`config.mk`:
```
export PLATFORM = sky130hd
export DESIGN_NAME = serial_word_assembler_flat
export DESIGN_NICKNAME = d
export VERILOG_FILES = /design/src/rtl/serial_word_assembler_if.sv /design/src/rtl/serial_word_assembler.sv /design/src/flat_wrapper.sv
export SDC_FILE = /design/constraint.sdc
export NUM_CORES = 1
export LEC_CHECK = 0
export CORE_MARGIN = 3
export CORE_UTILIZATION = 40
export CTS_CLUSTER_DIAMETER = 30
export CTS_CLUSTER_SIZE = 8
export DETAILED_ROUTE_END_ITERATION = 10
export HOLD_SLACK_MARGIN = 0.15
export PLACE_DENSITY = 0.66
export RECOVER_POWER = 100
export SLEW_MARGIN = 10
export SYNTH_ARGS = -nofsm -noshare
export SYNTH_HDL_FRONTEND = slang
export SYNTH_SLANG_ARGS = --single-unit
```
`constraint.sdc`:
```
create_clock -name clock -period 4.46 [get_ports clock]
set_input_delay 0.892 -clock clock [delete_from_list [all_inputs] [get_ports clock]]
set_output_delay 0.892 -clock clock [all_outputs]
set_load 0.1 [all_outputs]
```
`src/rtl/serial_word_assembler_if.sv`:
```
// Handshake bundle between a bit-serial producer, the word assembler and the
// parallel word consumer. The slave modport is the assembler's view.
// ONES_COUNT_EN adds the ones_count population-count output.
interface serial_word_assembler_if #(
   parameter int WIDTH = 8,
   parameter int CNT_W = $clog2(WIDTH + 1)
);
   logic             start;
   logic             dir;
   logic             bit_in;
   logic             bit_valid;
   logic             bit_ready;
   logic             flush;
   logic [WIDTH-1:0] word_out;
   logic [CNT_W-1:0] word_bits;
   logic             word_valid;
   logic             word_ready;
   logic             busy;
`ifdef ONES_COUNT_EN
   logic [CNT_W-1:0] ones_count;

   modport slave (
      input  start, dir, bit_in, bit_valid, flush, word_ready,
      output bit_ready, word_out, word_bits, word_valid, busy, ones_count
   );
   modport master (
      output start, dir, bit_in, bit_valid, flush, word_ready,
      input  bit_ready, word_out, word_bits, word_valid, busy, ones_count
   );
`else
   modport slave (
      input  start, dir, bit_in, bit_valid, flush, word_ready,
      output bit_ready, word_out, word_bits, word_valid, busy
   );
   modport master (
      output start, dir, bit_in, bit_valid, flush, word_ready,
      input  bit_ready, word_out, word_bits, word_valid, busy
   );
`endif
endinterface

```
`src/rtl/serial_word_assembler.sv`:
```
// Serial-to-parallel word assembler: collects one bit per accepted handshake
// into a WIDTH-bit word (MSB-first or LSB-first) and presents it on a
// valid/ready port. Optional macro ONES_COUNT_EN adds a registered
// population count of the presented word.
//
//  state     | meaning
//  ----------+-----------------------------------------------------------
//  S_IDLE    | no word in progress; waiting for start
//  S_COLLECT | bit_ready high; shifting accepted bits into sr_q
//  S_DONE    | word_valid high; word held until word_ready
module serial_word_assembler #(
   parameter int WIDTH = 8,
   parameter int CNT_W = $clog2(WIDTH + 1)
) (
   input  logic                   clock,
   input  logic                   reset_n,
   serial_word_assembler_if.slave sw
);

   typedef enum logic [1:0] {
      S_IDLE    = 2'd0,
      S_COLLECT = 2'd1,
      S_DONE    = 2'd2
   } state_t;

   state_t           state_q, state_d;
   logic             dir_q, dir_d;
   logic [WIDTH-1:0] sr_q, sr_d;
   logic [CNT_W-1:0] cnt_q, cnt_d;
   logic [WIDTH-1:0] word_q, word_d;
   logic [CNT_W-1:0] bits_q, bits_d;

   logic             accept;
   logic [WIDTH-1:0] sr_shift;
   logic [CNT_W-1:0] cnt_inc;
   logic [WIDTH-1:0] sr_now;
   logic [CNT_W-1:0] cnt_now;
   logic             last_bit;

   // Datapath helpers: the shifted register and count if a bit lands now.
   always_comb begin
      accept   = (state_q == S_COLLECT) && sw.bit_valid;
      sr_shift = dir_q ? {sr_q[WIDTH-2:0], sw.bit_in}
                       : {sw.bit_in, sr_q[WIDTH-1:1]};
      cnt_inc  = cnt_q + CNT_W'(1);
      last_bit = accept && (cnt_q == CNT_W'(WIDTH - 1));
      sr_now   = accept ? sr_shift : sr_q;
      cnt_now  = accept ? cnt_inc : cnt_q;
   end

   // Next-state and register-update logic for the collection FSM.
   always_comb begin
      state_d = state_q;
      dir_d   = dir_q;
      sr_d    = sr_q;
      cnt_d   = cnt_q;
      word_d  = word_q;
      bits_d  = bits_q;
      case (state_q)
         S_IDLE: begin
            if (sw.start) begin
               state_d = S_COLLECT;
               dir_d   = sw.dir;
               sr_d    = '0;
               cnt_d   = '0;
            end
         end
         S_COLLECT: begin
            sr_d  = sr_now;
            cnt_d = cnt_now;
            if (last_bit) begin
               // A full word wins over a coincident flush.
               state_d = S_DONE;
               word_d  = sr_shift;
               bits_d  = CNT_W'(WIDTH);
            end else if (sw.flush) begin
               if (cnt_now != '0) begin
                  state_d = S_DONE;
                  word_d  = sr_now;
                  bits_d  = cnt_now;
               end else begin
                  state_d = S_IDLE;
               end
            end
         end
         S_DONE: begin
            if (sw.word_ready) begin
               if (sw.start) begin
                  // Back-to-back: begin the next word without an idle bubble.
                  state_d = S_COLLECT;
                  dir_d   = sw.dir;
                  sr_d    = '0;
                  cnt_d   = '0;
               end else begin
                  state_d = S_IDLE;
               end
            end
         end
         default: begin
            state_d = S_IDLE;
         end
      endcase
   end

   // State and datapath registers with synchronous active-low reset.
   always_ff @(posedge clock) begin
      if (!reset_n) begin
         state_q <= S_IDLE;
         dir_q   <= 1'b0;
         sr_q    <= '0;
         cnt_q   <= '0;
         word_q  <= '0;
         bits_q  <= '0;
      end else begin
         state_q <= state_d;
         dir_q   <= dir_d;
         sr_q    <= sr_d;
         cnt_q   <= cnt_d;
         word_q  <= word_d;
         bits_q  <= bits_d;
      end
   end

   assign sw.bit_ready  = (state_q == S_COLLECT);
   assign sw.word_valid = (state_q == S_DONE);
   assign sw.busy       = (state_q != S_IDLE);
   assign sw.word_out   = word_q;
   assign sw.word_bits  = bits_q;

`ifdef ONES_COUNT_EN
   function automatic logic [CNT_W-1:0] popcount(input logic [WIDTH-1:0] v);
      logic [CNT_W-1:0] n;
      n = '0;
      for (int i = 0; i < WIDTH; i++) begin
         n = n + CNT_W'(v[i]);
      end
      return n;
   endfunction

   logic [CNT_W-1:0] ones_q;
   logic             enter_done;

   assign enter_done = (state_q == S_COLLECT) && (state_d == S_DONE);

   // Population count captured alongside the word on entry to DONE.
   always_ff @(posedge clock) begin
      if (!reset_n) begin
         ones_q <= '0;
      end else if (enter_done) begin
         ones_q <= popcount(word_d);
      end
   end

   assign sw.ones_count = ones_q;
`endif

endmodule

```
`src/flat_wrapper.sv`:
```
// flat-port wrapper written by rule: the top's interface ports become plain ports
module serial_word_assembler_flat 
#(
   parameter int WIDTH = 8,
   parameter int CNT_W = $clog2(WIDTH + 1)
)
  (clock, reset_n, sw_start, sw_dir, sw_bit_in, sw_bit_valid, sw_flush, sw_word_ready, sw_bit_ready, sw_word_out, sw_word_bits, sw_word_valid, sw_busy);
  serial_word_assembler_if #(.WIDTH(WIDTH), .CNT_W(CNT_W)) sw_i ();
  input  logic clock;
  input  logic reset_n;
  input wire logic [$bits(sw_i.start)-1:0] sw_start;
  input wire logic [$bits(sw_i.dir)-1:0] sw_dir;
  input wire logic [$bits(sw_i.bit_in)-1:0] sw_bit_in;
  input wire logic [$bits(sw_i.bit_valid)-1:0] sw_bit_valid;
  input wire logic [$bits(sw_i.flush)-1:0] sw_flush;
  input wire logic [$bits(sw_i.word_ready)-1:0] sw_word_ready;
  output wire logic [$bits(sw_i.bit_ready)-1:0] sw_bit_ready;
  output wire logic [$bits(sw_i.word_out)-1:0] sw_word_out;
  output wire logic [$bits(sw_i.word_bits)-1:0] sw_word_bits;
  output wire logic [$bits(sw_i.word_valid)-1:0] sw_word_valid;
  output wire logic [$bits(sw_i.busy)-1:0] sw_busy;
  assign sw_i.start = sw_start;
  assign sw_i.dir = sw_dir;
  assign sw_i.bit_in = sw_bit_in;
  assign sw_i.bit_valid = sw_bit_valid;
  assign sw_i.flush = sw_flush;
  assign sw_i.word_ready = sw_word_ready;
  assign sw_bit_ready = sw_i.bit_ready;
  assign sw_word_out = sw_i.word_out;
  assign sw_word_bits = sw_i.word_bits;
  assign sw_word_valid = sw_i.word_valid;
  assign sw_busy = sw_i.busy;
  serial_word_assembler #(.WIDTH(WIDTH), .CNT_W(CNT_W)) u_core (.clock(clock), .reset_n(reset_n), .sw(sw_i));
endmodule
```
# Word-level counts from Yosys, hierarchy flattened

Index checks and enable logic that the tools add are counted.

Output and inout port bits: 15
Bits in registers: 27

Add/subtract/negate cells: 1
Reduce and logical (&&, ||, !) cells: 13
Muxes and demuxes: 25
Eq/ne operators: 6

Operator list:

| kind                                           | count |
|---|---|
| two-way mux 8 bit                              | 7 |
| two-way mux 4 bit                              | 6 |
| one-hot mux 8 bit (3 select lines)             | 1 |
| one-hot mux 4 bit (3 select lines)             | 1 |
| two-way mux 2 bit                              | 5 |
| nonzero test 2 bit                             | 4 |
| one-hot mux 2 bit (3 select lines)             | 1 |
| AND reduction 3 bit                            | 2 |
| adder 4 x 1 -> 4 bit (second input constant)   | 1 |
| == test 4 x 3 -> 1 bit (second input constant) | 1 |
| != test 2 bit (second input constant)          | 2 |
| AND reduction 2 bit                            | 2 |
| nonzero test 4 bit                             | 1 |
| two-way mux 1 bit                              | 3 |
| != test 3 x 2 -> 1 bit (second input constant) | 1 |
| nonzero test 3 bit                             | 1 |
| == test 2 x 1 -> 1 bit (second input constant) | 1 |
| == test 2 bit (second input constant)          | 1 |
| logical AND 1 bit                              | 2 |
| logical NOT 2 bit                              | 1 |
| one-hot mux 1 bit (2 select lines)             | 1 |

# Longest topological paths before layout

Depth in word-level cells: 8
Gate-level depth with buffers: 6
Gate-level depth less buffers: 5

# Least setup slack after synthesis

OpenSTA, ideal clock, no wires.

Path kind: register -> output
From: reg u_core.state_q[1]
To: out sw_word_valid
Setup slack: 1.830 ns
Arrival: 1.738 ns
Path buffers: 0
Required time: 3.568 ns
Stages on the path, launching flop included: 2
Cells stage by stage: dfxtp_1 nor2b_1

Longest elaborated chain between the ends: 1

RTL lines:

| element                  | RTL line                     | RTL |
|---|---|---|
| start: declaration       | serial_word_assembler.sv:26  | `state_t state_q, state_d;` |
| start signal: assignment | serial_word_assembler.sv:115 | `state_q <= state_d;` |
| == test 2 bit            | serial_word_assembler.sv:125 | `assign sw.word_valid = (state_q == S_DONE);` |
| end: declaration         | flat_wrapper.sv:20           | `output wire logic [$bits(sw_i.word_valid)-1:0] sw_word_valid;` |

No other way between the ends.

# Worst setup path after layout

From: reg u_core.state_q[0]
To: out sw_bit_ready

Longest elaborated chain between the ends: 1

RTL lines:

| element                | RTL line                     | RTL |
|---|---|---|
| == test 2 x 1 -> 1 bit | serial_word_assembler.sv:124 | `assign sw.bit_ready = (state_q == S_COLLECT);` |
| end: declaration       | flat_wrapper.sv:17           | `output wire logic [$bits(sw_i.bit_ready)-1:0] sw_bit_ready;` |

No other way between the ends.

==> run metrics <==
maxcap violations 0; Sequential Power Share 54.9%; reg2reg setup slack roughly 2300 ps; CTS H-tree lvls 1; Final min period 3544 ps; Comb power frac between 10 and 15%; Mapped Area around 1500 sq um; CP arrival 2650 ps; initial core utilization 43.36%; RSZ-0062 raised after global routing false; EDFF count, synth 0; # rows 21; die footprint 4562 sq um; Via density 5.339; first-pass GRT wire length 5499 um; Max transition margin roughly 34%; Root Driver clkbuf_8; Critical Path Start Type flop; worst slew pin tran 986.3 ps; outcome completed; Initial DRT Pass Iterations 4; setup violators final 0; largest net degree at the start of global routing 39; # hold bufs at CTS 0; register area share after synthesis 35.67%; die height 67.55 um; kind of critical path reg -> out; top-area cell type share of the netlist area 35.67%; FMAX 0.2822 GHz; Seq cells post-synth 27; commonest non-fill, non-tap cell in the layout nand2_1; largest cells by area after synthesis dfxtp_1 36%, mux2i_1 8.6%, mux2_2 8.2%; final core occ 50.59%; Mapped Nets 176; diode count 0; Inserted Clock Buffers 3; core footprint 3495 sq um; nets 191; via count 1212; antenna violations before repair 0; Overall Global Routing Usage 15.74%; gpl congestion 0.7757; most frequent cells in the layout 29 x nand2_1, 27 x dfxtp_1, 17 x dlygate4sd3_1, 13 x mux2i_1; routed len/inst 14.26 um; Mapped Avg Cell Area a little over 9 sq um; Syn Inst Count 167; gr ovfl total 0; prevailing post-synth register cell dfxtp_1; fin. max-slew vios 0; Clock Sinks 27; Post-synth ARST share 0%; clk slew on worst S/H paths 110 ps; library cells used by synthesis 35; Synth area leader dfxtp_1; Final Skew 8.225 ps; vias in the first global route 1105; setup TNS 0 ps; final hold violation count 0; Internal Dissipation roughly 0.00033 W; P_leak 0.7459 nW; pwr/cell area 255.2 nW/um^2; Net Sw Frac 27.69%; share of layout cells above drive strength 1 13.26%; Skew-Pair Late Insertion Delay between 200 and 300 ps; DRT iter0 DRCs 68; ANT nets after route 0; Post-CTS Repair Setup Buffers 0; worst hold-check path type reg -> reg; Die W roughly 68 um; Post-CTS Resized 0; worst-path fanout max 14; Peak VDD IR between 0.15 and 0.2 mV; routed wire length 3236 um; Warnings, synthesis 0; Setup crit end kind primary output; final period utilization 79.45%; Clock Path Buffers 2; IO Pins 23; Clock Power Share ~33%; DRC 0; CTS tree done; port bufs 22; final HPWL from detailed placement 2325 um; WP data required 3570 ps; Design Power 0.0004511 W; Syn-to-layout area delta 16.68%; Switch Pwr 0.0001249 W
metal layers:
layer | vias to the layer above | global-route usage (%) | part of all wire, %
met3 | 2 | 2.829 | 4.9
met4 | 0 | 5.063 | 0.71
li1 | 613 | - | -
met1 | 568 | 21.30 | 48
met2 | 29 | 25.15 | 46
met5 | - | 0 | 0
synth_stat cells (all sizes together) (2+ instances only):
cell	n
nand2	29
dfxtp	27
mux2	19
a21boi	13
mux2i	13
nand3	12
buf	6
clkbuf	6
nor2	5
o21ai	5
or2	5
nor2b	4
a21oi	3
nand2b	3
inv	2
nand4	2
xnor2	2
final cells by class:
cell class / instances / area [sq um]
Timing Repair Buffer: 22 / 215.2
Sequential cell: 27 / 540.5
Clock buffer: 3 / 41.29
Multi-Input combinational cell: 126 / 898.4
Inverter: 2 / 7.507
Clock inverter: 1 / 7.507
Tap cell: 46 / 57.56
Fill cell: 337 / 1727
per-stage QoR:
| stage | instances | instance area (sq um) | setup slack (ps) | hold WS (ps) |
|---|---|---|---|---|
| after floorplan | 167 | 1515 | 1830 | 454.7 |
| after global placement | 223 | 1728 | 1348 | 444.5 |
| after detailed placement | 223 | 1728 | 1286 | 452.7 |
| after CTS | 227 | 1777 | 980.9 | 469.5 |
| after global routing | 227 | 1768 | 829.4 | 490.8 |
| final | 227 | 1768 | 916.4 | 461.1 |
final timing paths:
path | startpoint | to | depth (start not counted)
worst max register to register | u_core.state_q[0] | u_core.sw.word_bits[1] | 4
worst min register to register | u_core.sw.word_out[5] | u_core.sw.word_out[5] | 2
worst min-delay path | u_core.sw.word_out[5] | u_core.sw.word_out[5] | 2
worst max-delay path | u_core.state_q[0] | sw_bit_ready | 3
critical path: stages (launching register included):
cell           delay (ps)
dfxtp_1               460
nand2b_1              340
inv_2                 330
dlygate4sd3_1        1250
registers in the layout, indices dropped and copies added (netlist names):
register             cells
u_core.dir_q             1
u_core.cnt_q             4
u_core.sr_q              8
u_core.sw.word_out       8
u_core.sw.word_bits      4
u_core.state_q           2
power by group through the flow:
| stage | sequential [W] | clock, W | combinational [W] |
|---|---|---|---|
| finish | 0.000248 | 0.000147 | 0.0000564 |
| global route | 0.000248 | 0.000159 | 0.0000606 |
| CTS | 0.000248 | 0.000148 | 0.0000584 |
| detailed placement | 0.000253 | 0 | 0.0000582 |
| global placement | 0.000253 | 0 | 0.0000567 |
| floorplan | 0.000251 | 0 | 0.0000456 |
cells by family (layout without fill, tap and decap cells):
logic type	after synthesis	in the layout	share of synthesized area, %
XOR/XNOR	2	2	1.156
AO/OA/AOI/OAI	29	29	14.12
flip-flops	27	27	35.67
multiplexers	32	32	22.96
AND/OR/NAND/NOR	62	62	20.48
adder cells (fa/ha/maj)	1	1	0.8256
buffers and inverters	14	28	4.789
Power figures use the tool's default switching activity.
